### config.mk
export PLATFORM = sky130hd
export DESIGN_NAME = lfsr64
export DESIGN_NICKNAME = d
export VERILOG_FILES = /design/src/rtl/alu_lockstep_checker_pkg.sv /design/src/rtl/alu_lockstep_checker_lfsr64.sv
export SDC_FILE = /design/constraint.sdc
export NUM_CORES = 1
export LEC_CHECK = 0
export ABC_AREA = 1
export BUFFER_PORTS_ARGS = -buffer_cell sky130_fd_sc_hd__buf_2
export CORE_MARGIN = 1.5
export CORE_UTILIZATION = 48
export CTS_BUF_LIST = sky130_fd_sc_hd__clkbuf_2 sky130_fd_sc_hd__clkbuf_4 sky130_fd_sc_hd__clkbuf_8
export CTS_CLUSTER_DIAMETER = 200
export DETAILED_ROUTE_END_ITERATION = 16
export GPL_ROUTABILITY_DRIVEN = 1
export PLACE_DENSITY = 0.78
export SKIP_CTS_REPAIR_TIMING = 1
export SLEW_MARGIN = 40
export SYNTH_ARGS = -nofsm -noshare
export SYNTH_HDL_FRONTEND = slang
export SYNTH_SLANG_ARGS = --single-unit
### constraint.sdc
create_clock -name clk -period 1 [get_ports clk]
set_clock_uncertainty 0.05 [all_clocks]
set_input_delay 0.15 -clock clk [delete_from_list [all_inputs] [get_ports clk]]
set_output_delay 0.15 -clock clk [all_outputs]
set_load 0.1 [all_outputs]
### src/rtl/alu_lockstep_checker_pkg.sv
// rtl/alu_lockstep_checker_pkg.sv - shared FSM encoding, LFSR taps and stimulus field offsets
package alu_lockstep_checker_pkg;

  typedef enum logic [1:0] {
    ST_IDLE = 2'd0,
    ST_RUN  = 2'd1,
    ST_DONE = 2'd2
  } state_t;

  // Fibonacci taps 64,63,61,60 expressed as a mask over state bits [63:0]
  localparam logic [63:0] LFSR_TAPS = 64'hD800_0000_0000_0000;

  // Stimulus word layout from LSB: carry, opext, opcode, B, then A on top
  localparam int CARRY_BIT  = 0;
  localparam int OPEXT_LSB  = 1;
  localparam int OPCODE_LSB = 5;
  localparam int B_LSB      = 9;

endpackage

### src/rtl/alu_lockstep_checker_lfsr64.sv
// rtl/alu_lockstep_checker_lfsr64.sv - 64-bit Fibonacci LFSR with seed load and advance
module lfsr64
  import alu_lockstep_checker_pkg::*;
#(
  parameter logic [63:0] SEED = 64'h0000_0000_0000_ACE1
) (
  input  logic        clk,
  input  logic        load,
  input  logic        advance,
  output logic [63:0] state,
  output logic [63:0] state_next
);

  always_comb state_next = {state[62:0], ^(state & LFSR_TAPS)};

  always_ff @(posedge clk) begin
    if (load) begin
      state <= SEED;
    end else if (advance) begin
      state <= state_next;
    end
  end

endmodule

==> results of run 1 <==
## stage by stage
step	setup WS (ns)	instance area, um2	hold WS, ns	TNS, ns
CTS	-0.6082	5439	0.04457	-20.32
floorplan	-0.2636	3299	0.1949	-0.7301
detailed placement	-0.1865	5224	0.3733	-1.909
global placement	-0.09712	5224	0.3124	-0.09712
## cells by family after synthesis
family | Yosys count | share of synthesized area
and+or+nand+nor | 135 | 0.1861
buffers and inverters | 89 | 0.2362
DFF | 64 | 0.4625
AOI/OAI and AO/OA | 62 | 0.1120
xor gates and xnor gates | 1 | 0.003162
==> impl_metrics.py, run 1 <==
metrics = {
    "synthesis": {
        "synth_edf_count": 0,
        "synth_top_cells_by_count": "nor2_1 (104), buf_4 (66), dfxtp_1 (64)",
        "synth-seq-area-share": 0.4625,
        "synth_ff_type": "dfxtp_1",
        "avgSynthCellArea_um2": 7.892,
        "ys.warnings.count": 0,
        "yosys_register_bits": 64,
        "synth_cells": 351,
        "synth_most_common_cell": "nor2_1",
        "async_flop_share": 0,
        "synth_top_cell_area_share": 0.4625,
        "synth_top_cell_by_area": "dfxtp_1",
        "synth.area.top_cells": "dfxtp_1 (46%), buf_4 (18%), nor2_1 (14%)",
        "syn_nets": 354,
        "syn_area_um2": 2770,
        "synth_cell_types": 15,
    },
    "clock_tree": {
        "cts_buffers": 9,
        "ctsLongestPathBuffers": 2,
        "htree_levels": 3,
        "cts-root-buf": "clkbuf_8",
        "clock_sinks": 64,
    },
    "outcome": {
        "haltStage": "5_1_grt",
        "firstError": "[ERROR DPL-0038] Utilization greater than 100%, impossible to legalize",
        "status": "stopped before the end",
    },
    "floorplan": {
        "boundaryPins": 131,
        "std_cell_rows": 27,
        "start_util": 0.5000,
        "die_y_um": 78.97,
        "die_width_um": 78.97,
    },
    "placed_design": {
        "dpl.hpwl_um": 8729,
        "port_buffers": 130,
        "dp_cells": 484,
        "gp_congestion": 0.7159,
    },
    "timing": {
        "worst_endpoint_kind": "primary output",
        "crit_endpoint": "state_next[0]",
    },
    "global_routing": {
        "grt_max_degree": 37,
    },
}
==> inputs of run 2 (changes only) <==
Settings changed: CORE_UTILIZATION 48 to 40, CTS_BUF_LIST sky130_fd_sc_hd__clkbuf_2 sky130_fd_sc_hd__clkbuf_4 sky130_fd_sc_hd__clkbuf_8 to not set, CTS_CLUSTER_DIAMETER 200 to not set, PLACE_DENSITY 0.78 to not set, PLACE_DENSITY_LB_ADDON set to 0.15.
==> run 2 against run 1 <==
Compared with the run above: the flow now finishes, with violations (negative hold slack, negative setup slack); synthesized cell count unchanged; area after synthesis did not move.
==> impl_metrics.py, run 2 <==
metrics = {
    "placed_design": {
        "dpl.hpwl_um": 5527,
        "dp_cells": 495,
        "port_buffers": 130,
        "gp_congestion": 0.7253,
    },
    "global_routing": {
        "grt_use_total": 0.2066,
        "antenna_found_initial": 0,
        "grt_pass1_wl_um": 11800,
        "grt_overflow_total": 0,
        "grt_max_degree": 40,
        "grt_pass1_vias": 2356,
    },
    "synthesis": {
        "synth_most_common_cell": "nor2_1",
        "synth.area.top_cells": "dfxtp_1 (46%), buf_4 (18%), nor2_1 (14%)",
        "async_flop_share": 0,
        "synth_top_cells_by_count": "nor2_1 (104), buf_4 (66), dfxtp_1 (64)",
        "syn_area_um2": 2770,
        "synth_cells": 351,
        "avgSynthCellArea_um2": 7.892,
        "ys.warnings.count": 0,
        "synth_edf_count": 0,
        "yosys_register_bits": 64,
        "synth_ff_type": "dfxtp_1",
        "synth_cell_types": 15,
        "syn_nets": 354,
        "synth_top_cell_by_area": "dfxtp_1",
        "synth_top_cell_area_share": 0.4625,
        "synth-seq-area-share": 0.4625,
    },
    "cells_and_area": {
        "nNetsFinal": 439,
        "stdcell_count": 518,
        "largest_reg_flops": 64,
        "top_register": "state",
        "final_common_cell": "buf_12",
        "drive_gt1_frac": 0.5571,
        "largestRegisters": "state (64)",
        "syn_to_final_growth_pct": 98.51,
        "diodes": 0,
        "final_cell_mix": "buf_12 (131), nor2_1 (102), dfxtp_4 (64)",
    },
    "pwr": {
        "ir_worst_vdd_v": 0.001276,
        "p_leak_nw": 2.332,
        "powerDensity_nw_per_um2": 1674,
    },
    "floorplan": {
        "std_cell_rows": 30,
        "start_util": 0.4100,
        "die_width_um": 86.22,
        "dieArea_um2": 7434,
        "boundaryPins": 131,
        "core_area_um2": 6756,
        "die_y_um": 86.22,
    },
    "timing": {
        "maxSlewHeadroom": 0.8319,
        "fin_crit_sh": 1.464,
        "final_max_slew_viol_count": 0,
        "report.final.setup_viol": 128,
        "tightest_slew_ns": 0.2495,
        "setup_ws_ns": -0.4639,
        "max_freq_mhz": 683.1,
        "rsz0062_at_grt": "yes",
        "post-route-min-period_ns": 1.464,
        "hold_viol": 1,
        "whs_ns": -0.01844,
    },
    "clock_tree": {
        "clock_sinks": 64,
        "htree_levels": 3,
        "clk_pin_slew_ns": 0.07,
        "insertion_delay_ns": 0.34,
        "cts_buffers": 9,
        "ctsLongestPathBuffers": 2,
        "cts-root-buf": "clkbuf_8",
        "cts_tree": "built",
    },
    "hold_path": {
        "whs_endpoint": "state[0]$_SDFFE_PP1P_",
        "hold_class": "in2reg",
        "holdCritStartpoint": "load",
        "hold_path_depth": 3,
    },
    "outcome": {
        "violations": "negative hold slack, negative setup slack",
        "status": "complete, but fails checks",
    },
    "route": {
        "dr.pass1.iters": 4,
        "drc": 0,
        "vias_per_cell": 4.857,
        "ant_nets": 0,
        "wl_per_cell_um": 14.75,
        "drt_wl_total_um": 7642,
        "vias": 2516,
        "drt_iter0_drc": 145,
    },
    "critical_path": {
        "crit_path_start_kind": "flop",
        "r2r_end": "state[0]$_SDFFE_PP1P_",
        "r2r_start": "state[63]$_SDFFE_PP0P_",
        "r2r.worst_path.cells": 7,
        "arrival_ns": 1.26,
        "required_ns": 0.80,
        "end_kind": "output port",
        "crit_type": "reg2out",
        "crit_fanout": 3,
        "r2r_setup_slack_ns": 0.04,
    },
    "flow_run": {
        "maxCapViolations": 0,
    },
}
==> run 2: layer usage <==
| layer | share of wire | up-vias | track usage |
|---|---|---|---|
| li1 | - | 1218 | - |
| met1 | 0.37 | 1187 | 0.2280 |
| met2 | 0.55 | 99 | 0.3672 |
| met3 | 0.063 | 12 | 0.07619 |
| met4 | 0.016 | 0 | 0.06891 |
| met5 | 0 | - | 0 |
==> run 2: cell type report <==
cell class / count / area (um2)
clock buffers: 10 / 127.6
flip-flops and latches: 64 / 1521
well taps: 80 / 100.1
repair buffers: 156 / 2820
clock inverters: 3 / 12.51
multi-input cells: 198 / 883.3
inverters: 7 / 33.78
fillers: 382 / 1257
==> run 2: worst max-delay path by stage <==
stage                                start               endpoint  slack (ns)  cells after the start
floorplan           state[62]$_SDFFE_PP0P_  state[0]$_SDFFE_PP1P_       -0.26                      7
global placement    state[62]$_SDFFE_PP0P_          state_next[0]       -0.11                      6
detailed placement  state[62]$_SDFFE_PP0P_          state_next[0]       -0.12                      6
CTS                 state[62]$_SDFFE_PP0P_          state_next[0]       -0.51                      6
global route        state[62]$_SDFFE_PP0P_          state_next[0]       -0.53                      6
finish              state[62]$_SDFFE_PP0P_          state_next[0]       -0.46                      6
==> run 2: critical path, cell delays in order, from the launching register on <==
cell	delay [ns]
dfxtp_4	0.36
nand2_2	0.08
inv_1	0.05
nor2_2	0.08
nand2_2	0.09
nand2_8	0.09
buf_12	0.17
==> run 2: per-stage QoR <==
stage	setup WS (ns)	util	TNS, ns	area, um2	total power, mW
final	-0.4639	0.8139	-14.53	5499	9.208
after global routing	-0.5281	0.8139	-18.78	5499	9.517
after CTS	-0.5079	0.7969	-16.80	5384	9.212
after detailed placement	-0.1248	0.7761	-0.1248	5244	7.485
after global placement	-0.1080	0.7761	-0.1080	5244	7.417
after floorplan	-0.2636	-	-0.7301	3299	6.129
==> run 2: power breakdown <==
part / total (mW) / switching (mW) / internal (mW)
registers: 3.04 / 0.356 / 2.68
logic: 4.44 / 2.94 / 1.50
clock network: 1.73 / 0.890 / 0.836
total: 9.21 / 4.19 / 5.02
==> run 2: kinds of logic after synthesis <==
| group | Yosys count | share of synthesized area |
|---|---|---|
| buffers and inverters | 89 | 0.2362 |
| AO/OA/AOI/OAI | 62 | 0.1120 |
| flip-flops | 64 | 0.4625 |
| AND/OR/NAND/NOR | 135 | 0.1861 |
| XOR/XNOR | 1 | 0.003162 |
No activity file was read; power rests on OpenSTA's default activity.
==> inputs of run 3 (changes only) <==
Settings changed: ABC_AREA 1 to not set.
==> run 3 against run 2 <==
Compared with the run above: the flow finishes with violations (negative setup slack); sequential share of layout area is 0.94 points lower; global-route usage fell by 1.8 points; count of clock-buffer cells in the layout rose by 2; design area increased by 3.3%; core utilization is 3.2 points higher; combinational power shrank 68%; largest power group is now sequential cells; highest routed layer unchanged.
==> impl_metrics.py, run 3 <==
metrics = {
    "critical_path": {
        "arrival_ns": 1.28,
        "r2r.worst_path.cells": 4,
        "slowest_delay_ns": 0.36,
        "critPathBufInv": 1,
        "crit_path_start_kind": "flop",
        "slowest_stage": "dfxtp_4",
        "r2r_start": "state[60]$_SDFFE_PP0P_",
        "crit_fanout": 2,
        "crit_family": "XOR/XNOR gates",
        "end_kind": "output port",
        "r2r_end": "state[0]$_SDFFE_PP1P_",
        "crit_type": "reg2out",
        "required_ns": 0.80,
        "path_cells": "xor2_4, xnor2_4, buf_12",
        "r2r_setup_slack_ns": -0.24,
    },
    "route": {
        "vias": 2122,
        "vias_per_cell": 4.705,
        "wl_per_cell_um": 15.65,
        "drt_wl_total_um": 7060,
        "drt_iter0_drc": 47,
        "ant_nets": 0,
        "dr.pass1.iters": 4,
        "drc": 0,
    },
    "global_routing": {
        "grt_max_degree": 32,
        "grt_pass1_wl_um": 10780,
        "grtUsageMet2": 0.3250,
        "use_met3": 0.07892,
        "grt_pass1_vias": 2087,
        "use_met1": 0.2116,
        "grt_busiest_layer": "met2",
        "antenna_found_initial": 0,
        "grt_overflow_total": 0,
        "grt_use_total": 0.1889,
    },
    "floorplan": {
        "die_width_um": 85.94,
        "core_area_um2": 6719,
        "boundaryPins": 131,
        "die_y_um": 85.94,
        "std_cell_rows": 30,
        "start_util": 0.4095,
        "dieArea_um2": 7385,
    },
    "pwr": {
        "powerDensity_nw_per_um2": 1113,
        "ir_worst_vdd_v": 0.0007839,
        "swShare": 0.3075,
        "p_sw_mw": 1.945,
        "p_total_mw": 6.326,
        "power_frac_seq": 0.406,
        "p_leak_nw": 2.423,
        "comb_power_share": 0.226,
        "clkPwrFrac": 0.368,
        "p_int_mw": 4.381,
    },
    "placed_design": {
        "port_buffers": 130,
        "placed_cell_area_um2": 5373,
        "dp_cells": 423,
        "gp_congestion": 0.7094,
        "dpl.hpwl_um": 5220,
        "dp_slack_ns": -0.1209,
    },
    "timing": {
        "final_max_slew_viol_count": 0,
        "hold_viol": 0,
        "maxSlewHeadroom": 0.8335,
        "tightest_slew_ns": 0.2495,
        "rsz0062_at_grt": "yes",
        "post-route-min-period_ns": 1.484,
        "fin_crit_sh": 1.484,
        "report.final.setup_viol": 130,
        "max_freq_mhz": 673.7,
        "setup_ws_ns": -0.4844,
        "setup_tns_ns": -14.29,
    },
    "hold_path": {
        "hold_class": "in2reg",
        "holdCritStartpoint": "load",
        "hold_path_depth": 2,
        "whs_endpoint": "state[0]$_SDFFE_PP1P_",
    },
    "cells_and_area": {
        "nNetsFinal": 369,
        "finalInstanceArea_um2": 5683,
        "num-fill-cells": 312,
        "largest_reg_flops": 64,
        "largestRegisters": "state (64)",
        "stdcell_count": 451,
        "syn_to_final_growth_pct": 106.5,
        "diodes": 0,
        "top_register": "state",
        "drive_gt1_frac": 0.6415,
        "final_common_cell": "buf_12",
        "final_cell_mix": "buf_12 (134), dfxtp_4 (63), mux2i_1 (56), nor2_1 (56), buf_4 (20)",
    },
    "synthesis": {
        "avgSynthCellArea_um2": 10.08,
        "synth_top_cell_by_area": "dfxtp_1",
        "yosys_register_bits": 64,
        "syn_area_um2": 2751,
        "synth_top_cells_by_count": "buf_4 (68), dfxtp_1 (64), mux2i_1 (56), nor2_1 (56)",
        "synth_ff_type": "dfxtp_1",
        "synth_most_common_cell": "buf_4",
        "synth_top_cell_area_share": 0.4657,
        "synth_edf_count": 0,
        "synth_cells": 273,
        "async_flop_share": 0,
        "syn_nets": 276,
        "synth-seq-area-share": 0.4657,
        "synth.area.top_cells": "dfxtp_1 (47%), mux2i_1 (20%), buf_4 (19%)",
        "ys.warnings.count": 0,
        "synth_cell_types": 14,
    },
    "outcome": {
        "status": "complete, but fails checks",
        "violations": "negative setup slack",
    },
    "clock_tree": {
        "cts-root-buf": "clkbuf_8",
        "htree_levels": 3,
        "clock_sinks": 64,
        "cts_tree": "built",
        "cts_buffers": 9,
        "ctsLongestPathBuffers": 2,
        "insertion_delay_ns": 0.33,
        "clk_pin_slew_ns": 0.06,
    },
    "flow_run": {
        "maxCapViolations": 0,
    },
}
## run 3: layer usage
| metal | vias to the layer above | part of all wire |
|---|---|---|
| li1 | 1017 | - |
| met1 | 1014 | 0.38 |
| met2 | 83 | 0.53 |
| met3 | 8 | 0.075 |
| met4 | 0 | 0.0099 |
| met5 | - | 0 |
## run 3: cells by family (layout without fill, tap and decap cells)
group / Yosys count / in the layout / synth area share
AO/OA/AOI/OAI: 8 / 8 / 0.02547
XOR/XNOR: 3 / 3 / 0.009552
buffers and inverters: 78 / 176 / 0.2010
flip-flops: 64 / 64 / 0.4657
multiplexers: 56 / 56 / 0.2037
AND/OR/NAND/NOR: 64 / 64 / 0.09459
## run 3: how the worst max path moves through the flow
stage | from | depth (start not counted) | slack [ns] | endpoint
2_1_floorplan | state[63]$_SDFFE_PP0P_ | 3 | -0.61 | state[0]$_SDFFE_PP1P_
3_3_place_gp | state[63]$_SDFFE_PP0P_ | 3 | -0.10 | state_next[0]
3_5_place_dp | state[63]$_SDFFE_PP0P_ | 3 | -0.12 | state_next[0]
4_1_cts | state[63]$_SDFFE_PP0P_ | 3 | -0.49 | state_next[0]
5_1_grt | state[60]$_SDFFE_PP0P_ | 3 | -0.53 | state_next[0]
6_report | state[60]$_SDFFE_PP0P_ | 3 | -0.48 | state_next[0]
## run 3: cell type report
type | instances | area (um2) | area share
multi-input cells | 131 | 973.4 | 0.1713
clock buffers | 12 | 135.1 | 0.02378
repair buffers | 159 | 2883 | 0.5073
flip-flops and latches | 64 | 1519 | 0.2673
clock inverters | 4 | 68.82 | 0.01211
inverters | 1 | 3.754 | 0.0006605
well taps | 80 | 100.1 | 0.01761
## run 3: through the flow
step,util,hold WS [ns]
2_1_floorplan,-,0.3110
3_3_place_gp,0.7996,0.4369
3_5_place_dp,0.7996,0.4612
4_1_cts,0.8300,0.1143
5_1_grt,0.8458,0.1243
6_report,0.8458,0.1231
## run 3: power by group through the flow
stage | Combinational (mW) | Clock [mW] | Sequential (mW)
4_1_cts | 1.43 | 2.37 | 2.57
5_1_grt | 1.46 | 2.52 | 2.57
3_3_place_gp | 1.41 | 0 | 2.62
3_5_place_dp | 1.43 | 0 | 2.63
2_1_floorplan | 0.675 | 0 | 2.93
6_report | 1.43 | 2.33 | 2.57
==> inputs of run 4 (changes only) <==
--- a/config.mk
+++ b/config.mk
@@ -8,2 +8,3 @@
 export BUFFER_PORTS_ARGS = -buffer_cell sky130_fd_sc_hd__buf_2
+export CORE_ASPECT_RATIO = 1.75
 export CORE_MARGIN = 1.5
--- a/constraint.sdc
+++ b/constraint.sdc
@@ -4,2 +4,2 @@
 set_output_delay 0.15 -clock clk [all_outputs]
-set_load 0.1 [all_outputs]
+set_load 0.01 [all_outputs]
==> run 4 against run 3 <==
Compared with the run above: the flow still finishes with violations (negative setup slack); global-route usage fell by 4.4 points; combinational power fell by 62%; setup slack improved by 0.13 ns; clock power rose by 15%; critical path type unchanged; critical endpoint unchanged; highest routed layer unchanged.
==> impl_metrics.py, run 4 (synthesis gave the netlist of run 3 again) <==
metrics = {
    "outcome": {
        "status": "complete, but fails checks",
        "violations": "negative setup slack",
    },
    "critical_path": {
        "r2r_end": "state[0]$_SDFFE_PP1P_",
        "r2r_setup_slack_ns": -0.15,
        "r2r_start": "state[59]$_SDFFE_PP0P_",
        "critPathBufInv": 1,
        "crit_family": "XOR/XNOR gates",
        "end_kind": "output port",
        "r2r.worst_path.cells": 4,
        "cp-endpoint": "state_next[0]",
        "crit_fanout": 2,
        "path_cells": "xor2_1, xnor2_1, buf_2",
        "crit_path_start_kind": "flop",
        "arrival_ns": 1.16,
        "required_ns": 0.80,
        "crit_type": "reg2out",
        "cp-startpoint": "state[59]$_SDFFE_PP0P_",
        "slowest_stage": "dfxtp_2",
        "crit_cells": 3,
        "slowest_delay_ns": 0.32,
    },
    "floorplan": {
        "die_width_um": 65.70,
        "boundaryPins": 131,
        "std_cell_rows": 39,
        "start_util": 0.4177,
        "dieArea_um2": 7405,
        "die_y_um": 112.7,
        "core_area_um2": 6588,
    },
    "cells_and_area": {
        "nNetsFinal": 375,
        "final_cell_mix": "buf_6 (124), mux2i_1 (56), nor2_1 (56)",
        "final_core_util": 0.6847,
        "finalInstanceArea_um2": 4511,
        "largest_reg_flops": 64,
        "syn_to_final_growth_pct": 63.94,
        "drive_gt1_frac": 0.6444,
        "diodes": 0,
        "largestRegisters": "state (64)",
        "top_register": "state",
        "final_common_cell": "buf_6",
    },
    "global_routing": {
        "grt_max_degree": 31,
        "grt_pass1_wl_um": 8328,
        "grt_pass1_vias": 1762,
        "grtUsageMet2": 0.2377,
        "grt_overflow_total": 0,
        "grt_busiest_layer": "met2",
        "use_met3": 0.03579,
        "use_met1": 0.1670,
        "antenna_found_initial": 0,
        "grt_use_total": 0.1447,
    },
    "route": {
        "drc": 0,
        "vias_per_cell": 4.621,
        "vias": 2107,
        "drt_iter0_drc": 61,
        "drt_wl_total_um": 6224,
        "ant_nets": 0,
        "wl_per_cell_um": 13.65,
        "dr.pass1.iters": 4,
    },
    "clock_tree": {
        "ctsLongestPathBuffers": 2,
        "clk_pin_slew_ns": 0.05,
        "htree_levels": 3,
        "cts_buffers": 9,
        "clock_sinks": 64,
        "cts_tree": "built",
        "cts-root-buf": "clkbuf_16",
        "insertion_delay_ns": 0.32,
    },
    "hold_path": {
        "hold_class": "in2reg",
        "holdCritStartpoint": "load",
    },
    "timing": {
        "hold_viol": 0,
        "final_max_slew_viol_count": 0,
        "post-route-min-period_ns": 1.359,
        "tightest_slew_ns": 0.2679,
        "report.final.setup_viol": 10,
        "rsz0062_at_grt": "yes",
        "setup_ws_ns": -0.3587,
        "max_freq_mhz": 736.0,
        "fin_crit_sh": 1.359,
        "maxSlewHeadroom": 0.8212,
    },
    "pwr": {
        "comb_power_share": 0.093,
        "p_total_mw": 5.811,
        "ir_worst_vdd_v": 0.001241,
        "swShare": 0.2108,
        "p_leak_nw": 2.163,
        "clkPwrFrac": 0.462,
        "power_frac_seq": 0.445,
        "p_sw_mw": 1.225,
        "powerDensity_nw_per_um2": 1288,
        "p_int_mw": 4.587,
    },
    "placed_design": {
        "port_buffers": 130,
        "placed_cell_area_um2": 3138,
        "gp_congestion": 0.6997,
        "dpl.hpwl_um": 3707,
    },
    "flow_run": {
        "maxCapViolations": 0,
    },
}
==> run 4: cell count changes in the layout (fill, tap and decap cells not counted), sizes merged <==
cell | previous run | this run
clkinv | 2 | 1
buf | 159 | 165
bufinv | 2 | 0
==> run 4: worst min path at each step <==
stage	endpoint	slack, ns	cells after the start
after floorplan	state[0]$_SDFFE_PP1P_	0.31	2
after global placement	state[10]$_SDFFE_PP1P_	0.45	1
after detailed placement	state[10]$_SDFFE_PP1P_	0.46	1
after CTS	state[0]$_SDFFE_PP1P_	0.13	3
after global routing	state[0]$_SDFFE_PP1P_	0.18	3
final	state[0]$_SDFFE_PP1P_	0.16	3
==> run 4: area by class of cell <==
class                           count  area [um2]
Inverter                            1       3.754
Timing Repair Buffer              165        1747
Tap cell                           82       102.6
Sequential cell                    64        1479
Clock buffer                       12       256.5
Fill cell                         496        2077
Multi-Input combinational cell    131       917.1
Clock inverter                      1       5.005
==> run 4: per-stage QoR <==
step                      setup WS, ns  std cells  TNS [ns]  hold slack, ns
final                          -0.3587        456    -1.291          0.1603
after global routing           -0.4024        456    -2.225          0.1756
after CTS                      -0.3760        436    -6.746          0.1316
after detailed placement      -0.02908        423  -0.04691          0.4584
after global placement        -0.02636        423  -0.03266          0.4506
after floorplan               -0.08821        273  -0.08821          0.3109
==> run 4: power groups by stage <==
stage	combinational, mW	sequential [mW]	clock, mW
floorplan	0.291	2.72	0
global placement	0.423	2.70	0
detailed placement	0.424	2.71	0
CTS	0.425	2.65	2.80
global route	0.579	2.59	2.87
finish	0.542	2.58	2.68
==> run 4: metal layers <==
metal / share of wire / vias to the layer above
met4: 0.021 / 0
li1: - / 1030
met3: 0.064 / 12
met2: 0.55 / 78
met5: 0 / -
met1: 0.37 / 987
==> run 4: tightest hold or removal path, cell delays in order <==
cell and delay, ns:
buf_2 0.11, or3_1 0.11, o31a_1 0.13
